**src/rtl/hyper_todram_sched.sv**
```systemverilog
// Round-robin scheduler that splits four LSAB section transfers into
// page-safe chunks of at most 24 words for the shared DRAM block mover.
module hyper_todram_sched (
  input  logic         CLK,
  input  logic         RST,
  input  logic [3:0]   REQ_VALID,
  input  logic [127:0] REQ_ADDR,
  input  logic [47:0]  REQ_LEN,
  output logic [3:0]   REQ_ACCEPT,
  output logic [3:0]   DONE,
  output logic [3:0]   BUSY,
  input  logic [3:0]   LSAB_EMPTY,
  output logic [11:0]  BLCK_START,
  output logic [4:0]   BLCK_COUNT_REQ,
  output logic [1:0]   BLCK_SECTION,
  output logic         BLCK_ISSUE,
  input  logic [4:0]   BLCK_COUNT_SENT,
  input  logic         BLCK_WORKING,
  output logic [19:0]  MCU_PAGE_ADDR,
  output logic         MCU_REQUEST_ALIGN,
  input  logic         MCU_GRANT_ALIGN
);

  typedef enum logic [2:0] {
    S_IDLE, S_ALIGN, S_ISSUE, S_WAIT_START, S_WAIT_END, S_UPDATE
  } state_t;

  state_t      state_q, state_d;
  logic [3:0]  pend_q, pend_d;
  logic [31:0] addr_q [4];
  logic [31:0] addr_d [4];
  logic [11:0] left_q [4];
  logic [11:0] left_d [4];
  logic [1:0]  last_q, last_d;
  logic [1:0]  sel_q, sel_d;
  logic [4:0]  sent_q, sent_d;
  logic [11:0] blck_start_q, blck_start_d;
  logic [4:0]  blck_count_req_q, blck_count_req_d;
  logic [1:0]  blck_section_q, blck_section_d;
  logic [19:0] mcu_page_addr_q, mcu_page_addr_d;
  logic        align_q, align_d;
  logic [3:0]  req_accept_q, req_accept_d;
  logic [3:0]  done_q, done_d;

  logic [3:0]  elig;
  logic        found;
  logic [1:0]  pick;
  logic [1:0]  idx;
  logic [12:0] page_room;
  logic [4:0]  chunk_len;
  logic [11:0] new_left;

  // Rotating priority search starting just after the last served section.
  always_comb begin
    elig  = pend_q & ~LSAB_EMPTY;
    found = 1'b0;
    pick  = 2'd0;
    idx   = 2'd0;
    for (int k = 1; k <= 4; k++) begin
      idx = last_q + 2'(k);
      if (!found && elig[idx]) begin
        found = 1'b1;
        pick  = idx;
      end
    end
  end

  // Chunk length = min(24, words left, words to end of the 4096-word page).
  always_comb begin
    page_room = 13'h1000 - {1'b0, addr_q[pick][11:0]};
    chunk_len = 5'd24;
    if ({1'b0, left_q[pick]} < 13'd24) chunk_len = left_q[pick][4:0];
    if (page_room < {8'd0, chunk_len}) chunk_len = page_room[4:0];
  end

  always_comb begin
    state_d          = state_q;
    pend_d           = pend_q;
    addr_d           = addr_q;
    left_d           = left_q;
    last_d           = last_q;
    sel_d            = sel_q;
    sent_d           = sent_q;
    blck_start_d     = blck_start_q;
    blck_count_req_d = blck_count_req_q;
    blck_section_d   = blck_section_q;
    mcu_page_addr_d  = mcu_page_addr_q;
    align_d          = align_q;
    req_accept_d     = 4'd0;
    done_d           = 4'd0;
    new_left         = 12'd0;

    // Accept only touches idle sections; the chunk FSM only touches pending ones.
    for (int i = 0; i < 4; i++) begin
      if (REQ_VALID[i] && !pend_q[i]) begin
        addr_d[i]       = REQ_ADDR[32*i +: 32];
        left_d[i]       = REQ_LEN[12*i +: 12];
        req_accept_d[i] = 1'b1;
        if (REQ_LEN[12*i +: 12] == 12'd0) done_d[i] = 1'b1;
        else                              pend_d[i] = 1'b1;
      end
    end

    case (state_q)
      S_IDLE: begin
        if (found) begin
          sel_d            = pick;
          blck_start_d     = addr_q[pick][11:0];
          blck_count_req_d = chunk_len;
          blck_section_d   = pick;
          mcu_page_addr_d  = addr_q[pick][31:12];
          align_d          = 1'b1;
          state_d          = S_ALIGN;
        end
      end
      S_ALIGN: begin
        if (MCU_GRANT_ALIGN && !BLCK_WORKING) state_d = S_ISSUE;
      end
      S_ISSUE: state_d = S_WAIT_START;
      S_WAIT_START: begin
        if (BLCK_WORKING) state_d = S_WAIT_END;
      end
      S_WAIT_END: begin
        if (!BLCK_WORKING) begin
          sent_d  = BLCK_COUNT_SENT;
          state_d = S_UPDATE;
        end
      end
      S_UPDATE: begin
        if ({7'd0, sent_q} >= left_q[sel_q]) new_left = 12'd0;
        else                                 new_left = left_q[sel_q] - {7'd0, sent_q};
        addr_d[sel_q] = addr_q[sel_q] + {27'd0, sent_q};
        left_d[sel_q] = new_left;
        if (new_left == 12'd0) begin
          pend_d[sel_q] = 1'b0;
          done_d[sel_q] = 1'b1;
        end
        align_d = 1'b0;
        last_d  = sel_q;
        state_d = S_IDLE;
      end
      default: state_d = S_IDLE;
    endcase
  end

  always_ff @(posedge CLK) begin
    if (!RST) begin
      state_q          <= S_IDLE;
      pend_q           <= 4'd0;
      last_q           <= 2'd3;
      sel_q            <= 2'd0;
      sent_q           <= 5'd0;
      blck_start_q     <= 12'd0;
      blck_count_req_q <= 5'd0;
      blck_section_q   <= 2'd0;
      mcu_page_addr_q  <= 20'd0;
      align_q          <= 1'b0;
      req_accept_q     <= 4'd0;
      done_q           <= 4'd0;
      for (int i = 0; i < 4; i++) begin
        addr_q[i] <= 32'd0;
        left_q[i] <= 12'd0;
      end
    end else begin
      state_q          <= state_d;
      pend_q           <= pend_d;
      last_q           <= last_d;
      sel_q            <= sel_d;
      sent_q           <= sent_d;
      blck_start_q     <= blck_start_d;
      blck_count_req_q <= blck_count_req_d;
      blck_section_q   <= blck_section_d;
      mcu_page_addr_q  <= mcu_page_addr_d;
      align_q          <= align_d;
      req_accept_q     <= req_accept_d;
      done_q           <= done_d;
      for (int i = 0; i < 4; i++) begin
        addr_q[i] <= addr_d[i];
        left_q[i] <= left_d[i];
      end
    end
  end

  assign REQ_ACCEPT        = req_accept_q;
  assign DONE              = done_q;
  assign BUSY              = pend_q;
  assign BLCK_START        = blck_start_q;
  assign BLCK_COUNT_REQ    = blck_count_req_q;
  assign BLCK_SECTION      = blck_section_q;
  assign BLCK_ISSUE        = (state_q == S_ISSUE);
  assign MCU_PAGE_ADDR     = mcu_page_addr_q;
  assign MCU_REQUEST_ALIGN = align_q;

endmodule

```
**config.mk**
```make
export PLATFORM = sky130hd
export DESIGN_NAME = hyper_todram_sched
export DESIGN_NICKNAME = d
export VERILOG_FILES = /design/src/rtl/hyper_todram_sched.sv
export SDC_FILE = /design/constraint.sdc
export NUM_CORES = 1
export LEC_CHECK = 0
export CAP_MARGIN = 25
export CORE_UTILIZATION = 59
export DETAILED_ROUTE_END_ITERATION = 12
export MAX_ROUTING_LAYER = met4
export PLACE_DENSITY = 0.95
export SLEW_MARGIN = 25
export SYNTH_ARGS = -nofsm -noshare
export SYNTH_HDL_FRONTEND = slang
export SYNTH_SLANG_ARGS = --single-unit
```
**constraint.sdc**
```tcl
create_clock -name CLK -period 15.7 [get_ports CLK]
set_input_delay 4.71 -clock CLK [delete_from_list [all_inputs] [get_ports CLK]]
set_output_delay 4.71 -clock CLK [all_outputs]
set_load 0.02 [all_outputs]
```
### Word level (Yosys, flattened, before mapping)

Cells that the tools add are included.

* input port bits: 193
* register bits after elaboration: 238
* output and inout bits: 53

* mux-type cells: 81
* equality and inequality tests: 9
* add/subtract/negate cells: 6
* reductions and logical operators: 29
* bitwise logic cells: 8
* $lt $le $gt $ge: 12

Operator list (number)
* 32-bit 2-to-1 mux: 9
* 12-bit 2-to-1 mux: 11
* 32-bit binary-select mux with 2-bit select: 2
* 128-bit bitwise mux: 1
* 128-bit 2-to-1 mux: 1
* 32-bit demux with 2-bit select: 1
* 12-bit zero test: 5
* 12-bit binary-select mux with 2-bit select: 2
* 48-bit bitwise mux: 1
* 48-bit 2-to-1 mux: 1
* 32-bit by 5-bit adder with 32-bit output: 1
* 1-bit 2-to-1 mux: 30
* 12-bit demux with 2-bit select: 1
* 4-bit 2-to-1 mux: 4
* 2-bit by 3-bit less-than comparator with 1-bit output (second input constant): 5
* 3-bit one-hot mux with 5 select lines: 1
* 13-bit by 5-bit less-than comparator with 1-bit output: 1
* 13-bit by 12-bit subtractor with 13-bit output (first input constant): 1
* 5-bit by 12-bit >= comparator with 1-bit output: 1
* 12-bit by 5-bit less-than comparator with 1-bit output (second input constant): 1
* 3-bit 2-to-1 mux: 4
* 12-bit by 5-bit subtractor with 12-bit output: 1
* 1-bit logical AND: 10
* 5-bit 2-to-1 mux: 2
* 23 further kinds: 48

### Longest topological paths before layout

Gate-level depths: netlist of the first run.

* depth in word-level cells: 22
* mapped depth: 23
* depth with buffers taken out: 16

### Worst setup path before layout of the first run

Ideal clock, no wire load.

* path kind: input-to-reg
* from: input LSAB_EMPTY[3]
* to: register blck_count_req_q[0] (netlist: BLCK_COUNT_REQ[0])
* setup slack: 7091 ps
* arrival time: 8539 ps
* setup time: 70 ps
* path buffers: 4
* data required time: 15630 ps
* stages on the path: 20
* cells stage by stage: nand2b_1 o221a_2 buf_2 nor2_8 buf_6 buf_6 clkbuf_1 nand2_1 nand3_1 o21ai_0 ha_1 xor2_1 ha_1 a21o_1 a21o_1 a21oi_1 o2111ai_1 nor4b_4 mux2_1 a21oi_1

* cells in the longest elaborated chain, start to end: 22
* elaborated cells on any way between the ends: 37

Ends and longest elaborated chain
* start: declaration: line 12 `input logic [3:0] LSAB_EMPTY,`
* 4-bit inverter (*): line 55 `elig = pend_q & ~LSAB_EMPTY;`
* 4-bit bitwise AND (*): line 55
* 1-bit binary-select mux with 2-bit select: line 61 `if (!found && elig[idx]) begin`
* 1-bit 2-to-1 mux (implied by the code): line 61
* 1-bit 2-to-1 mux: line 61
* 1-bit zero test: line 61
* 1-bit logical AND: line 61
* 1-bit 2-to-1 mux: line 61
* [... 5 more ...]
* 2-bit 2-to-1 mux: line 61
* 2-bit inverter with 3-bit output (implied by the code): line 70, 72
* 12-bit binary-select mux with 2-bit select: line 72 `if ({1'b0, left_q[pick]} < 13'd24) chunk_len = left_q[pick][4:0];`
* 12-bit 2-to-1 mux (implied by the code) (2 in a row): line 72
* 12-bit by 5-bit less-than comparator with 1-bit output: line 72
* 5-bit 2-to-1 mux: line 72
* 13-bit by 5-bit less-than comparator with 1-bit output: line 73 `if (page_room < {8'd0, chunk_len}) chunk_len = page_room[4:0];`
* 5-bit 2-to-1 mux: line 73
* end signal: assignment: line 171 `blck_count_req_q <= blck_count_req_d;`
* end: declaration: line 38 `logic [4:0] blck_count_req_q, blck_count_req_d;`

Mark *: on every way between the ends. The rest lies on a longest branch, timed or not. The select of a mux whose other input is x is not followed.
A chain may end at the register's enable or synchronous reset.

### Worst setup path after layout of the first run

* from: input LSAB_EMPTY[1]
* to: register blck_count_req_q[0] (netlist: BLCK_COUNT_REQ[0])

The elaborated chain is that of the path after synthesis.

==> results of run 1 <==
## cell usage after synthesis, types with 4 or more instances
| library cell | instances |
|---|---|
| o22ai_1 | 4 |
| buf_6 | 4 |
| nand2_1 | 365 |
| a21oi_1 | 59 |
| o211ai_1 | 10 |
| and2_1 | 22 |
| nand3_1 | 86 |
| a21boi_0 | 27 |
| mux2i_1 | 154 |
| inv_1 | 25 |
| or2_2 | 7 |
| nor2_1 | 52 |
| mux4_2 | 43 |
| o21ai_0 | 78 |
| xnor2_1 | 21 |
| clkbuf_1 | 106 |
| and3_1 | 74 |
| nor4_1 | 22 |
| mux2_2 | 57 |
| nor2b_1 | 22 |
| xor2_1 | 21 |
| a31oi_1 | 6 |
| o211a_1 | 69 |
| buf_2 | 9 |
| nand2b_1 | 11 |
| or4_1 | 7 |
| or3_1 | 5 |
| a21o_1 | 9 |
| nand4_1 | 7 |
| buf_1 | 16 |
| a211oi_1 | 7 |
| dfxtp_1 | 238 |
| ha_1 | 15 |
| nor3_1 | 14 |
## area by class of cell
class / instances / area share [%]
sequential: 238 / 26.2
antenna: 2 / 0.0275
clock buffer: 34 / 4.12
multi-input combinational: 1331 / 51.4
clock inverter: 12 / 0.858
timing repair buffer: 266 / 14.7
tap: 324 / 2.22
inverter: 25 / 0.515
## where the power goes
part | switching [W] | total, W | internal, W
Sequential | 0.0000484 | 0.000696 | 0.000647
Clock | 0.000263 | 0.000649 | 0.000386
Combinational | 0.000284 | 0.000512 | 0.000227
Total | 0.000596 | 0.00186 | 0.00126
## state kept, by name, summed over array words and instances, names as in the netlist, 4 cells and up
| name | flops |
|---|---|
| BLCK_COUNT_REQ | 5 |
| BLCK_START | 12 |
| BUSY | 4 |
| DONE | 4 |
| MCU_PAGE_ADDR | 20 |
| REQ_ACCEPT | 4 |
| addr_q | 128 |
| left_q | 48 |
| sent_q | 5 |
## per-layer routing
layer  share of wire (%)  vias up
li1                    -     6508
met1                  37     6992
met2                  44     1214
met3                  13      297
met4                 6.1        0
met5                   0        -
## worst reg2reg max path: cells and delay by family (launching register included)
family / cells / cell delay, ns
adders and majority gates: 2 / 0.56
xor gates and xnor gates: 1 / 0.24
muxes: 1 / 0.37
AOI/OAI and AO/OA: 8 / 2.18
and+or+nand+nor: 3 / 1.30
DFF: 1 / 0.47
## worst paths after layout
| check | from | to | slack (ns) | cells after the start |
|---|---|---|---|---|
| min | MCU_REQUEST_ALIGN | MCU_REQUEST_ALIGN | 0.47 | 2 |
| min reg2reg | MCU_REQUEST_ALIGN | MCU_REQUEST_ALIGN | 0.47 | 2 |
| max | LSAB_EMPTY[1] | BLCK_COUNT_REQ[0] | 6.33 | 16 |
| max reg2reg | BUSY[1] | BLCK_COUNT_REQ[0] | 10.49 | 15 |
## cells by family after synthesis
| family | count (synthesis) | share of synthesized area (%) |
|---|---|---|
| buffers and inverters | 160 | 4.37 |
| and+or+nand+nor | 712 | 22.9 |
| xor gates and xnor gates | 42 | 2.50 |
| muxes | 256 | 21.6 |
| AOI/OAI and AO/OA | 304 | 14.7 |
| DFF | 238 | 32.4 |
| adders and majority gates | 17 | 1.55 |
## metrics by stage
stage	setup slack, ns	power, W	utilization, %	hold slack [ns]
4_1_cts	6.04	0.00184	74.6	0.472
3_5_place_dp	5.48	0.00120	70.8	0.464
3_3_place_gp	5.50	0.00118	70.5	0.450
6_report	6.33	0.00186	74.7	0.466
2_1_floorplan	7.09	0.00101	-	0.512
5_1_grt	6.00	0.00192	74.7	0.485
==> flow_metrics.env, run 1 <==
export IMPL_finalSetupViolCount=0
export IMPL_synth_edf_count=0
export IMPL_root_buffer="clkbuf_16"
export IMPL_pin_count=246
export IMPL_die_y_um=160
export IMPL_synth_top_area_cell="dfxtp_1"
export IMPL_stdcell_count=2232
export IMPL_place_gp_congestion=0.977
export IMPL_core_um2=24400
export IMPL_hpwl_mm=35.8
export IMPL_met2_usage_pct=62.4
export IMPL_period_minus_slack_ns=9.37
export IMPL_cp_arrival_ns=9.83
export IMPL_drtPass1Iterations=6
export IMPL_syn_cell_area_um2=14700
export IMPL_htreeDepth=1
export IMPL_portBuffers=245
export IMPL_grt_use_met3_pct=9.19
export IMPL_ys_async_sr_fraction_pct=0
export IMPL_dieArea_um2=25600
export IMPL_clk_path_buf_depth=3
export IMPL_grt_usage_pct=41.3
export IMPL_ys_ff_latch=238
export IMPL_cts_buffers=26
export IMPL_layout_common_cells="nand2_1 (363), clkdlybuf4s50_1 (244), dfxtp_1 (236)"
export IMPL_ant_nets=0
export IMPL_vias=15000
export IMPL_drtIter0Drc=2057
export IMPL_ys_seq_area_share_pct=32.4
export IMPL_overflow=0
export IMPL_rows=57
export IMPL_post_dp_cell_area_um2=17300
export IMPL_ys_types=71
export IMPL_met1_usage_pct=51.7
export IMPL_crit_path_max_incr_delay_ns=0.71
export IMPL_power_density_nw_per_um2=102
export IMPL_grt_pass1_wl_mm=80.3
export IMPL_synth_fp_nets=1939
export IMPL_antenna_found_initial=2
export IMPL_multi_input_area_um2=9380
export IMPL_final_hold_violation_count=0
export IMPL_regArea_um2=4770
export IMPL_ys_warnings_count=0
export IMPL_cap_viol_max_count=0
export IMPL_insertion_delay_ns=0.55
export IMPL_drive_above_1_share_pct=10.3
export IMPL_wl_per_cell_um=23.7
export IMPL_worst_slew_pin_slew_ns=1.04
export IMPL_status="complete, no violations"
export IMPL_drc_errors=0
export IMPL_path_cells="clkdlybuf4s50_1, and2b_1, o221ai_2, nand2_4, a211oi_1, a21o_1, ha_1, xor2_1, ha_1, a21o_1, a21o_1, a21oi_1, o2111ai_1, nor4b_4, mux2_1, a21oi_1"
export IMPL_cp_data_required_time_ns=16.17
export IMPL_postLayoutCellArea_um2=18200
export IMPL_die_w_um=160
export IMPL_clk_pin_slew_ns=0.06
export IMPL_cpLargestDelayFamily="compound AO/OA/AOI/OAI gates"
export IMPL_cpMaxStageDelayCell="o221ai_2"
export IMPL_crit_buf_inv=1
export IMPL_endpoint_kind="register"
export IMPL_relSlewSlack_pct=30.3
export IMPL_dp_cells=2183
export IMPL_startpoint_type="input pin"
export IMPL_finalClockSkew_ns=0.0185
export IMPL_synth_top_area_share_pct=32.4
export IMPL_cts_sinks=238
export IMPL_hp_class="reg2reg"
export IMPL_finalCritPeriodShare_pct=59.7
export IMPL_tns_ns=0
export IMPL_fmax_mhz=107
export IMPL_critPathMostFrequentCell="a21o_1"
export IMPL_vdd_drop_max_mv=0.0742
export IMPL_synth_ff_type="dfxtp_1"
export IMPL_cts_setup_buffers=0
export IMPL_slew_viol_final=0
export IMPL_power_leakage_nw=7.99
export IMPL_routed_wl_mm=52.8
export IMPL_worstSetupPathType="in2reg"
export IMPL_grt_pass1_vias=14500
export IMPL_rsz0062_at_grt="false"
export IMPL_grt_max_degree=106
export IMPL_mostFrequentLayoutCell="nand2_1"
export IMPL_num_nets_final=2098
export IMPL_syn_inst=1729
export IMPL_start_util_pct=60.3
export IMPL_cts_tree="done"
export IMPL_critical_path_peak_fanout=54
export IMPL_post_cts_resized=0
export IMPL_busiest_layer="met2"
export IMPL_vias_per_cell=6.73
export IMPL_area_growth_syn_to_layout_pct=24.0
export IMPL_yosys_top_cells_area="dfxtp_1 (32%), mux2i_1 (10%), nand2_1 (9.3%), mux4_2 (6.6%), o211a_1 (4.7%)"
export IMPL_cts_hold_buf=0
export IMPL_avgSynthCellArea_um2=8.50
export IMPL_fillers=1655
Power figures use the tool's default switching activity.
==> inputs of run 2 (changes only) <==
- CORE_UTILIZATION: 59 -> 54
- PLACE_DENSITY: 0.95 -> 0.9
- clock period: 15.7 -> 8.7 ns (I/O delays scaled with it)
==> run 2 against run 1 <==
  * Final area decreased by 0.21%
  * Largest cell class unchanged
  * Count of clock-buffer cells in the layout is 7 higher
  * Routed wire length decreased by 0.20%
  * Sequential share of layout area grew 0.056 points
  * Sequential power grew 81%
  * Clock power rose by 80%
  * Register-to-register slack worse by 6.8 ns
  * Utilization shrank 6.9 points
  * Final cell count grew 0.81%
==> flow_metrics.env, run 2 (synthesis gave the netlist of run 1 again) <==
export IMPL_preCtsSetupSlack_ns=1.19
export IMPL_rsz0062_at_grt="false"
export IMPL_wl_met1_mm=20.7
export IMPL_post_cts_resized=0
export IMPL_insertion_delay_ns=0.57
export IMPL_highest_layer="met4"
export IMPL_clk_path_buf_depth=3
export IMPL_top_register="addr_q"
export IMPL_cts_buffers=27
export IMPL_grt_usage_pct=38.2
export IMPL_drc_errors=0
export IMPL_cts_hold_buf=0
export IMPL_drive_above_1_share_pct=10.3
export IMPL_met3WireLength_mm=5.70
export IMPL_relSlewSlack_pct=31.1
export IMPL_dp_cells=2202
export IMPL_vdd_drop_max_mv=0.140
export IMPL_finalClockSkew_ns=0.0148
export IMPL_cp_data_required_time_ns=9.18
export IMPL_routed_wl_mm=52.7
export IMPL_rows=60
export IMPL_period_minus_slack_ns=7.01
export IMPL_grt_pass1_vias=14400
export IMPL_core_um2=26800
export IMPL_ant_nets=0
export IMPL_wl_met2_mm=23.3
export IMPL_portBuffers=245
export IMPL_finalCritPeriodShare_pct=80.6
export IMPL_vias=14800
export IMPL_hp_class="reg2reg"
export IMPL_area_growth_syn_to_layout_pct=23.7
export IMPL_die_y_um=167
export IMPL_dieArea_um2=27900
export IMPL_cap_viol_max_count=0
export IMPL_worst_slew_pin_slew_ns=1.03
export IMPL_antenna_found_initial=0
export IMPL_power_leakage_nw=7.98
export IMPL_critical_path_peak_fanout=18
export IMPL_fmax_mhz=143
export IMPL_wl_per_cell_um=23.4
export IMPL_finalSetupViolCount=0
export IMPL_overflow=0
export IMPL_die_w_um=167
export IMPL_antennaDiodeCount=0
export IMPL_fillers=1945
export IMPL_start_util_pct=54.9
export IMPL_slew_viol_final=0
export IMPL_cts_setup_buffers=0
export IMPL_cp_arrival_ns=7.50
export IMPL_startpoint_type="input pin"
export IMPL_vias_per_cell=6.56
export IMPL_pin_count=246
export IMPL_cts_sinks=238
export IMPL_grt_pass1_wl_mm=81.1
export IMPL_stdcell_count=2250
export IMPL_place_gp_congestion=1.01
export IMPL_status="complete, no violations"
export IMPL_grt_max_degree=127
export IMPL_mostFrequentLayoutCell="nand2_1"
export IMPL_final_setup_worst_slack_ns=1.69
export IMPL_power_w=0.00334
export IMPL_num_nets_final=2100
export IMPL_tns_ns=0
export IMPL_power_density_nw_per_um2=184
export IMPL_hpwl_mm=36.4
export IMPL_final_hold_violation_count=0
export IMPL_drtIter0Drc=1866
export IMPL_htreeDepth=1
export IMPL_cts_tree="done"
export IMPL_clk_pin_slew_ns=0.06
export IMPL_root_buffer="clkbuf_16"
export IMPL_fin_util_pct=67.9
export IMPL_largest_reg_flops=128
export IMPL_layout_common_cells="nand2_1 (363), clkdlybuf4s50_1 (244), dfxtp_1 (236)"
export IMPL_endpoint_kind="register"
export IMPL_drtPass1Iterations=6
export IMPL_worstSetupPathType="in2reg"
[run 2: cell count changes in the layout (fill, tap and decap cells not counted), sizes merged]
cell,previous run,this run
clkinv,7,3
inv,26,27
clkbuf,34,41
buf,22,23
diode,2,0
bufinv,3,1
[run 2: layout make-up]
class / instances / area, um2 / area share [%]
clock inverter: 7 / 83.8 / 0.461
clock buffer: 41 / 828 / 4.55
inverter: 25 / 93.8 / 0.516
multi-input combinational: 1331 / 9370 / 51.5
tap: 341 / 427 / 2.35
sequential: 238 / 4770 / 26.2
timing repair buffer: 267 / 2620 / 14.4
[run 2: per-layer routing]
layer | GRT usage, % | vias to the layer above
met5 | - | -
met4 | 20.3 | 0
met3 | 6.39 | 243
met2 | 57.0 | 1039
met1 | 49.6 | 6955
li1 | - | 6513
[run 2: stage by stage]
step / hold WS [ns] / instance area [um2]
CTS: 0.466 / 18200
finish: 0.462 / 18200
global route: 0.490 / 18200
detailed placement: 0.459 / 17300
global placement: 0.453 / 17300
floorplan: 0.512 / 14700
[run 2: worst max-delay path: stages]
cell and delay (ns):
clkdlybuf4s50_1 0.53, and2b_1 0.25, o221ai_2 0.73, nand2_2 0.38, a211oi_1 0.35, a21o_1 0.20, ha_1 0.30, xor2_1 0.23
ha_1 0.28, a21o_1 0.16, a21o_1 0.17, a21oi_1 0.19, o2111ai_1 0.19, nor4b_4 0.41, mux2_1 0.37, a21oi_1 0.14
[run 2: path summary, 6_finish.rpt]
check,to,from,cells after the start,slack (ns)
min reg2reg,MCU_PAGE_ADDR[6],MCU_PAGE_ADDR[6],2,0.46
min,MCU_PAGE_ADDR[6],MCU_PAGE_ADDR[6],2,0.46
max,BLCK_COUNT_REQ[0],LSAB_EMPTY[1],16,1.69
max reg2reg,BLCK_COUNT_REQ[0],BUSY[2],16,3.65
[run 2: where the power goes]
group	leakage [nW]	switching, W	internal, W
logic	5.58	0.000505	0.000408
clock network	0.451	0.000484	0.000687
registers	1.95	0.0000913	0.00117
==> inputs of run 3 (changes only) <==
- CORE_UTILIZATION: 54 -> 49
- PLACE_DENSITY: 0.9 -> 0.86
- clock period: 8.7 -> 6.3 ns (I/O delays scaled with it)
==> run 3 against run 2 <==
  * Final cell count grew 2.8%
  * Total power increased by 39%
  * Sequential share of layout area decreased by 0.27 points
  * Routed wire length rose by 1.0%
  * Clock power up 38%
  * Flip-flop and latch count stayed put
  * Sequential power rose by 37%
  * Count of clock-buffer cells in the layout fell by 2
  * Non-clock buffer count grew 15
  * Register-to-register slack got worse by 1.8 ns
  * Critical endpoint unchanged
==> flow_metrics.env, run 3 (synthesis gave the netlist of run 1 again) <==
export IMPL_timing_rr_end="BLCK_COUNT_REQ[0]"
export IMPL_finalCritPeriodShare_pct=89.5
export IMPL_worst_slew_pin_slew_ns=0.975
export IMPL_cp_data_required_time_ns=6.78
export IMPL_mostFrequentLayoutCell="nand2_1"
export IMPL_cp_arrival_ns=6.12
export IMPL_cts_tree="done"
export IMPL_wl_met1_mm=21.9
export IMPL_drtPass1Iterations=6
export IMPL_startpoint_type="input pin"
export IMPL_top_register="addr_q"
export IMPL_crit_path_max_incr_delay_ns=0.54
export IMPL_pin_count=246
export IMPL_multi_input_area_um2=9370
export IMPL_finalSetupViolCount=0
export IMPL_relSlewSlack_pct=34.9
export IMPL_vias_per_cell=6.29
export IMPL_die_w_um=175
export IMPL_wl_per_cell_um=23.0
export IMPL_place_gp_congestion=0.992
export IMPL_endpoint_kind="register"
export IMPL_vdd_drop_max_mv=0.230
export IMPL_post_cts_resized=0
export IMPL_rsz0062_at_grt="false"
export IMPL_hp_class="reg2reg"
export IMPL_path_cells="clkdlybuf4s50_1, and2b_1, o221a_2, nor2_8, mux2i_1, mux2i_1, a21oi_1, nand3_1, ha_1, a21o_1, a21o_1, a21oi_1, o2111ai_1, nor4b_4, mux2_1, a21oi_1"
export IMPL_power_leakage_nw=8.05
export IMPL_grt_usage_pct=35.2
export IMPL_preCtsSetupSlack_ns=0.148
export IMPL_dieArea_um2=30700
export IMPL_hpwl_mm=37.5
export IMPL_htreeDepth=1
export IMPL_regArea_um2=4770
export IMPL_final_setup_worst_slack_ns=0.661
export IMPL_area_growth_syn_to_layout_pct=25.0
export IMPL_status="complete, no violations"
export IMPL_cpMaxStageDelayCell="clkdlybuf4s50_1"
export IMPL_vias=14600
export IMPL_cap_viol_max_count=0
export IMPL_grt_pass1_vias=14000
export IMPL_fmax_mhz=177
export IMPL_hold_path_depth=2
export IMPL_layout_common_cells="nand2_1 (363), clkdlybuf4s50_1 (244), dfxtp_1 (236)"
export IMPL_critical_path_peak_fanout=19
export IMPL_core_um2=29600
export IMPL_wl_met2_mm=23.1
export IMPL_period_minus_slack_ns=5.64
export IMPL_fillers=2488
export IMPL_critPathMostFrequentCell="a21oi_1"
export IMPL_cts_hold_buf=0
export IMPL_antennaDiodeCount=0
export IMPL_routed_wl_mm=53.2
export IMPL_met3WireLength_mm=5.87
export IMPL_finalClockSkew_ns=0.0149
export IMPL_clk_path_buf_depth=3
export IMPL_tns_ns=0
export IMPL_regToRegSetupSlack_ns=1.89
export IMPL_drive_above_1_share_pct=10.9
export IMPL_insertion_delay_ns=0.56
export IMPL_cts_sinks=238
export IMPL_overflow=0
export IMPL_final_hold_violation_count=0
export IMPL_drtIter0Drc=1709
export IMPL_slew_viol_final=0
export IMPL_highest_layer="met4"
export IMPL_worstRegToRegCells=15
export IMPL_portBuffers=245
export IMPL_grt_max_degree=95
export IMPL_largest_reg_flops=128
export IMPL_start_util_pct=49.7
export IMPL_num_nets_final=2115
export IMPL_clk_pin_slew_ns=0.06
export IMPL_rows=63
export IMPL_drc_errors=0
export IMPL_worstSetupPathType="in2reg"
export IMPL_crit_buf_inv=1
export IMPL_grt_pass1_wl_mm=81.4
export IMPL_antenna_found_initial=0
export IMPL_root_buffer="clkbuf_16"
export IMPL_cpLargestDelayFamily="compound AO/OA/AOI/OAI gates"
export IMPL_ant_nets=0
export IMPL_cts_buffers=27
export IMPL_holdPathEnd="MCU_PAGE_ADDR[9]"
export IMPL_r2r_start="BUSY[1]"
export IMPL_min_from="MCU_PAGE_ADDR[9]"
export IMPL_die_y_um=175
export IMPL_power_density_nw_per_um2=252
export IMPL_cts_setup_buffers=0
[run 3: changes by cell type in the layout (fill, tap and decap cells not counted), moves of 2 or more]
cell,delta
buf_12,+3
buf_4,+13
clkbuf_1,+2
clkbuf_8,-4
[run 3: layout make-up]
cell class / count / area share (%)
repair buffers: 282 / 15.0
clock inverters: 9 / 0.633
flip-flops and latches: 238 / 26.0
well taps: 390 / 2.66
multi-input cells: 1331 / 51.0
inverters: 25 / 0.511
clock buffers: 39 / 4.25
[run 3: through the flow]
step                util, %  power, W  cells  area [um2]  hold WS [ns]
floorplan                 -   0.00252   1729       14700         0.512
global placement       59.0   0.00299   2264       17400         0.455
detailed placement     59.1   0.00300   2265       17500         0.459
CTS                    62.1   0.00459   2313       18400         0.468
global route           62.2   0.00480   2314       18400         0.486
finish                 62.2   0.00463   2314       18400         0.465
[run 3: how the worst max path moves through the flow]
stage / startpoint / endpoint / slack [ns] / cells after the start
3_5_place_dp: LSAB_EMPTY[1] / BLCK_COUNT_REQ[0] / 0.15 / 16
3_3_place_gp: LSAB_EMPTY[1] / BLCK_COUNT_REQ[0] / 0.24 / 16
2_1_floorplan: LSAB_EMPTY[3] / BLCK_COUNT_REQ[0] / 0.51 / 20
6_report: LSAB_EMPTY[1] / BLCK_COUNT_REQ[0] / 0.66 / 16
5_1_grt: LSAB_EMPTY[1] / BLCK_COUNT_REQ[0] / 0.47 / 18
4_1_cts: LSAB_EMPTY[1] / BLCK_COUNT_REQ[0] / 0.70 / 16
[run 3: worst min-delay path, cell delays in order (launching register included)]
cell      delay (ns)
dfxtp_1         0.31
nand2_1         0.05
a21boi_0        0.06
[run 3: report_power, final]
group          leakage [nW]  switching [W]  total (W)  internal (W)
registers              1.95       0.000116    0.00173       0.00161
logic                  5.65       0.000711    0.00129      0.000580
clock network         0.441       0.000668    0.00161      0.000944
[run 3: layer usage]
metal,track usage (%),up-vias
li1,-,6530
met1,47.3,6929
met2,51.4,949
met3,6.57,157
met4,15.4,0
met5,-,-
